$ cat src/rtl/neuron_pkg.sv
// Shared types and constants for the time-multiplexed neuron scheduler.
package neuron_pkg;

  typedef enum logic {FREE = 1'b0, REFRACTORY = 1'b1} neuron_state_t;

  localparam int PSP_W       = 10;
  localparam int PSP_MAX     = 1023;
  localparam int SPIKE_GAIN  = 10;
  localparam int SPIKE_SHIFT = 5;
  localparam int LEAK_SHIFT  = 4;
  localparam int REFR_SHIFT  = 5;

  typedef logic [PSP_W-1:0]      psp_t;
  typedef logic signed [PSP_W:0] psp_s_t;

endpackage

$ cat src/rtl/neuron_update.sv
// Combinational membrane-potential update for one neuron (threshold, spike, leak, refractory).
module neuron_update
  import neuron_pkg::*;
#(
  parameter int c_THRESHOLD = 500,
  parameter int c_BASE      = 100
) (
  input  psp_t          p,
  input  neuron_state_t state,
  input  logic          spike,
  output psp_t          p_next,
  output neuron_state_t state_next,
  output logic          fire
);

  localparam psp_s_t THRESH_S = psp_s_t'(c_THRESHOLD);
  localparam psp_s_t BASE_S   = psp_s_t'(c_BASE);
  localparam psp_s_t ONE_S    = psp_s_t'(1);
  localparam psp_s_t GAIN_S   = psp_s_t'(SPIKE_GAIN);

  // One guard bit beyond the 11-bit operands so the clamp sees true overflow.
  function automatic psp_t sat_add(input psp_s_t a, input psp_s_t b);
    logic signed [PSP_W+1:0] s;
    s = (PSP_W+2)'(a) + (PSP_W+2)'(b);
    if (s > (PSP_W+2)'(PSP_MAX))
      sat_add = psp_t'(PSP_MAX);
    else if (s < 0)
      sat_add = '0;
    else
      sat_add = s[PSP_W-1:0];
  endfunction

  function automatic psp_s_t at_least_one(input psp_s_t v);
    at_least_one = (v < ONE_S) ? ONE_S : v;
  endfunction

  psp_s_t p_s;
  psp_s_t delta;

  always_comb begin
    p_s        = $signed({1'b0, p});
    delta      = '0;
    p_next     = p;
    state_next = state;
    fire       = 1'b0;
    if (state == FREE) begin
      // Threshold is tested before any spike contribution is added.
      if (p_s >= THRESH_S) begin
        state_next = REFRACTORY;
        fire       = 1'b1;
      end else if (spike) begin
        delta  = at_least_one(GAIN_S - (p_s >>> SPIKE_SHIFT));
        p_next = sat_add(p_s, delta);
      end else begin
        delta  = p_s >>> LEAK_SHIFT;
        p_next = sat_add(p_s, -delta);
      end
    end else begin
      if (p_s > BASE_S) begin
        delta  = at_least_one(p_s >>> REFR_SHIFT);
        p_next = sat_add(p_s, -delta);
      end else begin
        state_next = FREE;
      end
    end
  end

endmodule

$ cat src/rtl/neuron_scheduler.sv
// Round-robin scheduler sharing one neuron_update datapath across N_NEURONS neurons,
// with latched spikes, fire pulses and a registered potential readout.
module neuron_scheduler
  import neuron_pkg::*;
#(
  parameter int  N_NEURONS   = 4,
  parameter int  c_THRESHOLD = 500,
  parameter int  c_BASE      = 100,
  localparam int IDX_W       = $clog2(N_NEURONS)
) (
  input  logic                 i_Clk,
  input  logic                 i_Reset,
  input  logic                 i_Enable,
  input  logic [N_NEURONS-1:0] i_Spike,
  input  logic [IDX_W-1:0]     i_Sel,
  output logic [PSP_W-1:0]     o_PSP_Trace,
  output logic [N_NEURONS-1:0] o_Fire,
  output logic                 o_Sweep_Done,
  output logic [IDX_W-1:0]     o_Index
);

  localparam logic [IDX_W-1:0] LAST_IDX = IDX_W'(N_NEURONS - 1);

  psp_t                 potential [N_NEURONS];
  neuron_state_t        state     [N_NEURONS];
  logic [N_NEURONS-1:0] pending;
  logic [N_NEURONS-1:0] clear;
  logic [IDX_W-1:0]     idx;
  logic [IDX_W-1:0]     sel_idx;
  logic [31:0]          sel_ext;
  logic                 svc_spike;
  psp_t                 upd_p;
  neuron_state_t        upd_state;
  logic                 upd_fire;
  logic [N_NEURONS-1:0] fire_p1;
  logic                 sweep_p1;
  psp_t                 trace_p1;

  // A spike arriving on the service cycle is consumed directly, so it cannot be lost.
  assign svc_spike = pending[idx] | i_Spike[idx];
  assign clear     = i_Enable ? (N_NEURONS'(1) << idx) : '0;
  assign sel_ext   = 32'(i_Sel);
  assign sel_idx   = (sel_ext < N_NEURONS) ? i_Sel : '0;

  neuron_update #(
    .c_THRESHOLD(c_THRESHOLD),
    .c_BASE     (c_BASE)
  ) u_update (
    .p         (potential[idx]),
    .state     (state[idx]),
    .spike     (svc_spike),
    .p_next    (upd_p),
    .state_next(upd_state),
    .fire      (upd_fire)
  );

  // Stage p1: array writeback and registered outputs.
  always_ff @(posedge i_Clk) begin
    if (i_Reset) begin
      for (int i = 0; i < N_NEURONS; i++) begin
        potential[i] <= psp_t'(c_BASE);
        state[i]     <= FREE;
      end
      pending  <= '0;
      idx      <= '0;
      fire_p1  <= '0;
      sweep_p1 <= 1'b0;
      trace_p1 <= psp_t'(c_BASE);
    end else begin
      pending  <= (pending | i_Spike) & ~clear;
      trace_p1 <= potential[sel_idx];
      fire_p1  <= '0;
      sweep_p1 <= 1'b0;
      if (i_Enable) begin
        potential[idx] <= upd_p;
        state[idx]     <= upd_state;
        fire_p1        <= upd_fire ? clear : '0;
        sweep_p1       <= (idx == LAST_IDX);
        idx            <= (idx == LAST_IDX) ? '0 : idx + 1'b1;
      end
    end
  end

  assign o_PSP_Trace  = trace_p1;
  assign o_Fire       = fire_p1;
  assign o_Sweep_Done = sweep_p1;
  assign o_Index      = idx;

endmodule

$ cat config.mk
export PLATFORM = sky130hd
export DESIGN_NAME = neuron_scheduler
export DESIGN_NICKNAME = d
export VERILOG_FILES = /design/src/rtl/neuron_pkg.sv /design/src/rtl/neuron_update.sv /design/src/rtl/neuron_scheduler.sv
export SDC_FILE = /design/constraint.sdc
export NUM_CORES = 1
export LEC_CHECK = 0
export CAP_MARGIN = 20
export CORE_MARGIN = 1.5
export CORE_UTILIZATION = 60
export DETAILED_ROUTE_END_ITERATION = 7
export GPL_TIMING_DRIVEN = 1
export PLACE_DENSITY = 0.82
export SLEW_MARGIN = 20
export SYNTH_ARGS = -nofsm -noshare
export SYNTH_HDL_FRONTEND = slang
export SYNTH_SLANG_ARGS = --single-unit
$ cat constraint.sdc
create_clock -name i_Clk -period 13.7 [get_ports i_Clk]
set_clock_uncertainty 0.1 [all_clocks]
set_input_delay 3.425 -clock i_Clk [delete_from_list [all_inputs] [get_ports i_Clk]]
set_output_delay 3.425 -clock i_Clk [all_outputs]
set_load 0.02 [all_outputs]
# Yosys cells after proc, flatten, opt, wreduce, memory -nomap -nowiden
# Memories as Yosys holds them, arrays and structs flattened. A register that Yosys moved wholly into a read port is not among the register bits.
# Cells that the tools add are included.
# Widths: inputs -> output; s select.
[word_totals] reg_bits=11 ramBits=44 inputBits=9 output_inout_bits=17 wordCells=75 mem_count=2
[classes] addsub=7 n_lt_le_gt_ge=12 n_eq_ne=1 shifts=1 n_mux=38 bitwise=6 n_reduce_logical=4
[mem_list] name="potential" words=4 width=10 read_ports=2 rd_clocked_by_memory_dff=2 write_ports=4 line="neuron_scheduler.sv:24" rtl="psp_t potential [N_NEURONS];"
[mem_list] name="state" words=4 width=1 read_ports=1 rd_clocked_by_memory_dff=1 write_ports=4 line="neuron_scheduler.sv:25" rtl="neuron_state_t state [N_NEURONS];"
[op_table] operator="$mux 10" count=11
[op_table] operator="$add 11x11->12" count=3
[op_table] operator="$gt 12x11->1 const B" count=3
[op_table] operator="$lt 12x1->1 const B" count=3
[op_table] operator="$mux 2" count=8
[op_table] operator="$mux 1" count=14
[op_table] operator="$lt 11x2->1 const B" count=1
[op_table] operator="$mux 11" count=1
[op_table] operator="$neg 5->11" count=1
[op_table] operator="$neg 6->11" count=1
[op_table] operator="$ge 10x9->1 const B" count=1
[op_table] operator="$gt 10x7->1 const B" count=1
[op_table] operator="$reduce_or 10->1" count=1
[op_table] operator="$lt 2x3->1 const B" count=2
[op_table] operator="$sub 4x5->6 const A" count=1
[op_table] operator="$lt 5x1->1 const B" count=1
[op_table] operator="$mux 5" count=1
[op_table] operator="$and 4x4->4" count=1
[op_table] operator="$bmux 1 s2" count=2
[op_table] operator="$mux 4" count=1
[op_table] operator="$not 4->4" count=1
[op_table] operator="$or 4x4->4" count=1
[op_table] operator="$shl 1x2->4 const A" count=1
[op_table] operator="$reduce_or 3->1" count=1
[op_table] operator="6 further kinds" count=7

# Logic depth before layout (Yosys ltp)
[logic_depth] ltp_word=11 ltp_mapped=22 mapped_depth_nobuf=19

# By module
# A second synthesis with hierarchy kept.
[hier_totals] cells_unflattened=528 hier_area_um2=5216.3
[modules_own_cells] module="neuron_scheduler" instances=1 cells_each=200 area_per_inst_um2=2980.4 seq_area_each_um2=1781.7
[modules_own_cells] module="neuron_update" instances=1 cells_each=328 area_per_inst_um2=2235.9 seq_area_each_um2=0.0

# Worst setup path before layout
# No wires, ideal clock.
[synth_timing] kind="register to register" from="register with a tool-made name" to="memory potential[3][2] in the netlist's numbering, data pin" setup_time_ps=279 t_arrival_ps=5055 t_required_ps=13321 setup_slack_ps=8265 path_stages_with_launch=21 path_buffers=3 synth_period_minus_slack_ps=5435 cell_sequence="dfxtp_1 -> buf_6 -> mux4_2 -> buf_2 -> buf_1 -> ha_1 -> nor3_1 -> a31oi_1 -> nor4b_1 -> ha_1 -> or2_2 -> inv_1 -> ha_1 -> a211oi_1 -> o21bai_1 -> a221oi_1 -> o21ai_0 -> xnor2_1 -> o2111ai_1 -> o311ai_4 -> nand3_1"
[synth_rtl] item="end, declared" line="neuron_scheduler.sv:24"

==> summary.txt <==
Status
  – Status: finished, final reports clean

Final layout
  – Nets: 624
  – Post-layout util: 68.4%
  – Layout cells sized above 1: 11.8%
  – ANT cells: 0
  – Most frequent cells in the layout: nor2_1 (47), edfxtp_1 (44), ha_1 (41)
  – Area growth syn-to-layout: 10.2%
  – Most common cell after layout, fill and taps aside: nor2_1

Floorplanning
  – Boundary pin count: 26
  – Die Span Y: 98.2 µm
  – Core Box Area: 8760 µm²
  – Site Rows: 34
  – Initial Util: 62.1%
  – Die Width: 98.2 µm
  – Die area: 9650 µm²

Synth
  – Unique masters post-synth: 72
  – Ys flop type: edfxtp_1
  – Cells after synthesis: 555
  – Synth warn: 0
  – EDFF count, synth: 44
  – Mapped cell area: 5440 µm²
  – Synth area leaders: edfxtp_1 (24%), ha_1 (9.4%), dfxtp_1 (8.5%), mux4_2 (8.3%), nor2_1 (3.2%)
  – Top cell type's share of synthesized area: 24.3%
  – Area leader, netlist: edfxtp_1
  – Ys async rst share: 0%
  – Yosys reg bits: 67
  – Register area share after synthesis: 32.8%
  – Syn Area/Cell: 9.80 µm²

Timing
  – Worst Tran Pin Value: 1.03 ns
  – Final count of pins violating max slew: 0
  – RSZ-0062 raised after global routing: no
  – Minimum hold slack: 0.415 ns
  – Hold Fails Final Rpt: 0
  – Relative slew margins: 30.4%
  – Final setup margin: 7.10 ns
  – # setup viols final: 0
  – Post-layout min period: 6.60 ns
  – Final period util: 48.2%
  – Setup Total Neg Slack: 0 ns
  – Max Fclk: 151 MHz

Worst setup path
  – Critical Path RT: 13.69 ns
  – Nature of the critical path endpoint: flip-flop
  – CP Class: flip-flop to flip-flop
  – Largest stage delay, worst path: 0.85 ns
  – Critical Path Stages: 17
  – Worst r2r path cells: 17
  – Cell Chain, Critical Path: mux4_2 > ha_1 > nor3_1 > a31oi_1 > nor4b_1 > ha_1 > or2_2 > inv_1 > ha_1 > a211oi_1 > o21bai_1 > a221oi_1 > o21ai_0 > xnor2_1 > nor2_1 > o221ai_1 > a21oi_1
  – Critical Path Slowest Stage Cell: dfxtp_1
  – Most frequent CP cell: ha_1
  – CP Buf/Inv Count: 1
  – R2r endpoint: potential[0][8]
  – Worst Path Max Fanout: 21
  – Crit start category: flip-flop
  – Delay-heaviest family, CP: compound AO/OA/AOI/OAI gates
  – R2r setup slk: 7.10 ns
  – Arr. time, crit path: 6.59 ns

Clock network
  – Reg clk slew, reported paths: 0.08 ns
  – Clock Tree Buf Depth: 2
  – Post-CTS resize count: 0
  – H-tree levels: 3
  – Hold Buf Count CTS: 0
  – Clock sink count: 67
  – Setup bufs post-CTS: 0
  – CTS Buf Count: 9
  – CTS tree: done
  – Root buf cell: clkbuf_8
  – Later-pin clock latency in the skew report: 0.36 ns

Min path
  – Hold path endpoint: pending[2]
  – Hold depth: 2
  – Worst hold start: pending[2]
  – Hold Crit Class: flip-flop to flip-flop

Power
  – Final Power: 0.000756 W
  – Leak: 2.19 nW
  – Power Dens Cells: 126 nW/µm²
  – Peak VDD IR: 0.0669 mV

Routing
  – DRT Pass-1 Iters: 6
  – DRT antenna net count: 0
  – Via count: 4807
  – Initial DRC Count: 580
  – Final wirelength: 14800 µm
  – Wire per inst: 21.7 µm
  – Vias/cell: 7.03
  – Residual DRC: 0

Placement
  – Post-DP HPWL: 10800 µm
  – PortBufs: 25
  – Place WS: 7.21 ns
  – Final RePlAce weighted congestion: 0.981

Global routing
  – GRT Resource Usage Total: 31.6%
  – Number of global-route vias before repair: 4705
  – First-pass GRT wire length: 23900 µm
  – Largest net degree at the start of global routing: 23
  – Initial antenna violation count: 0
  – GR Overflow Total: 0

Flow run
  – Max-cap viol count: 0
## flip-flops by register name, indices dropped and copies added (netlist names), named ones only
name,cells
o_Index,2
o_PSP_Trace,10
o_Fire,4
potential,40
pending,4
o_Sweep_Done,1
state,4
## cell families after synthesis
| logic type | synth area share [%] |
|---|---|
| flip-flops | 32.8 |
| other | 0.0689 |
| buffers and inverters | 3.93 |
| AND/OR/NAND/NOR | 16.8 |
| XOR/XNOR | 4.03 |
| adder cells (fa/ha/maj) | 10.8 |
| multiplexers | 9.85 |
| AO/OA/AOI/OAI | 21.7 |
## worst register-to-register path, delay by kind of cell, from the launching register on
family | cells | cell delay, ns
AOI/OAI and AO/OA | 7 | 2.05
and+or+nand+nor | 4 | 0.95
adders and majority gates | 3 | 0.93
DFF | 1 | 0.85
muxes | 1 | 0.85
xor gates and xnor gates | 1 | 0.53
buffers and inverters | 1 | 0.07
## stage by stage
stage                     instances  cell area (µm²)
after global routing            684             6000
final                           684             6000
after global placement          668             5730
after CTS                       684             6000
after detailed placement        668             5730
after floorplan                 556             5440
## cells in the mapped netlist (5+ instances only)
cell / n
a211oi_1: 11
a21o_1: 12
a21oi_1: 27
a31oi_1: 8
a41oi_1: 6
and2_1: 10
clkbuf_1: 12
dfxtp_1: 23
edfxtp_1: 44
ha_1: 41
inv_1: 30
mux4_2: 20
nand2_1: 24
nand3_1: 15
nand4_1: 5
nor2_1: 47
nor2b_1: 14
nor3_1: 26
nor3_2: 5
o2111ai_1: 5
o211ai_1: 10
o21a_1: 6
o21ai_0: 33
or2_2: 10
xnor2_1: 19
xor2_1: 6
## where the power goes
group	switching (W)	internal (W)	total (W)
sequential	0.00000954	0.000230	0.000240
clock	0.0000799	0.000140	0.000220
combinational	0.000183	0.000113	0.000296
total	0.000273	0.000483	0.000756
## worst max path at each step
| stage | end |
|---|---|
| 2_1_floorplan | potential[3][2] |
| 3_3_place_gp | potential[1][4] |
| 3_5_place_dp | potential[0][4] |
| 4_1_cts | potential[0][8] |
| 5_1_grt | potential[0][8] |
| 6_report | potential[0][8] |
## area by class of cell
class / instances / area [µm²]
flip-flops and latches: 67 / 1780
clock inverters: 6 / 138
well taps: 108 / 135
repair buffers: 25 / 250
clock buffers: 10 / 128
fillers: 650 / 2770
inverters: 31 / 116
multi-input cells: 437 / 3450
## per-layer routing
metal | vias to the layer above | GRT usage (%) | part of all wire (%)
met3 | 52 | 5.30 | 10
li1 | 2153 | - | -
met4 | 0 | 15.8 | 4.0
met2 | 336 | 52.8 | 48
met1 | 2266 | 39.8 | 38
met5 | - | 0 | 0
No activity file was read; power rests on OpenSTA's default activity.
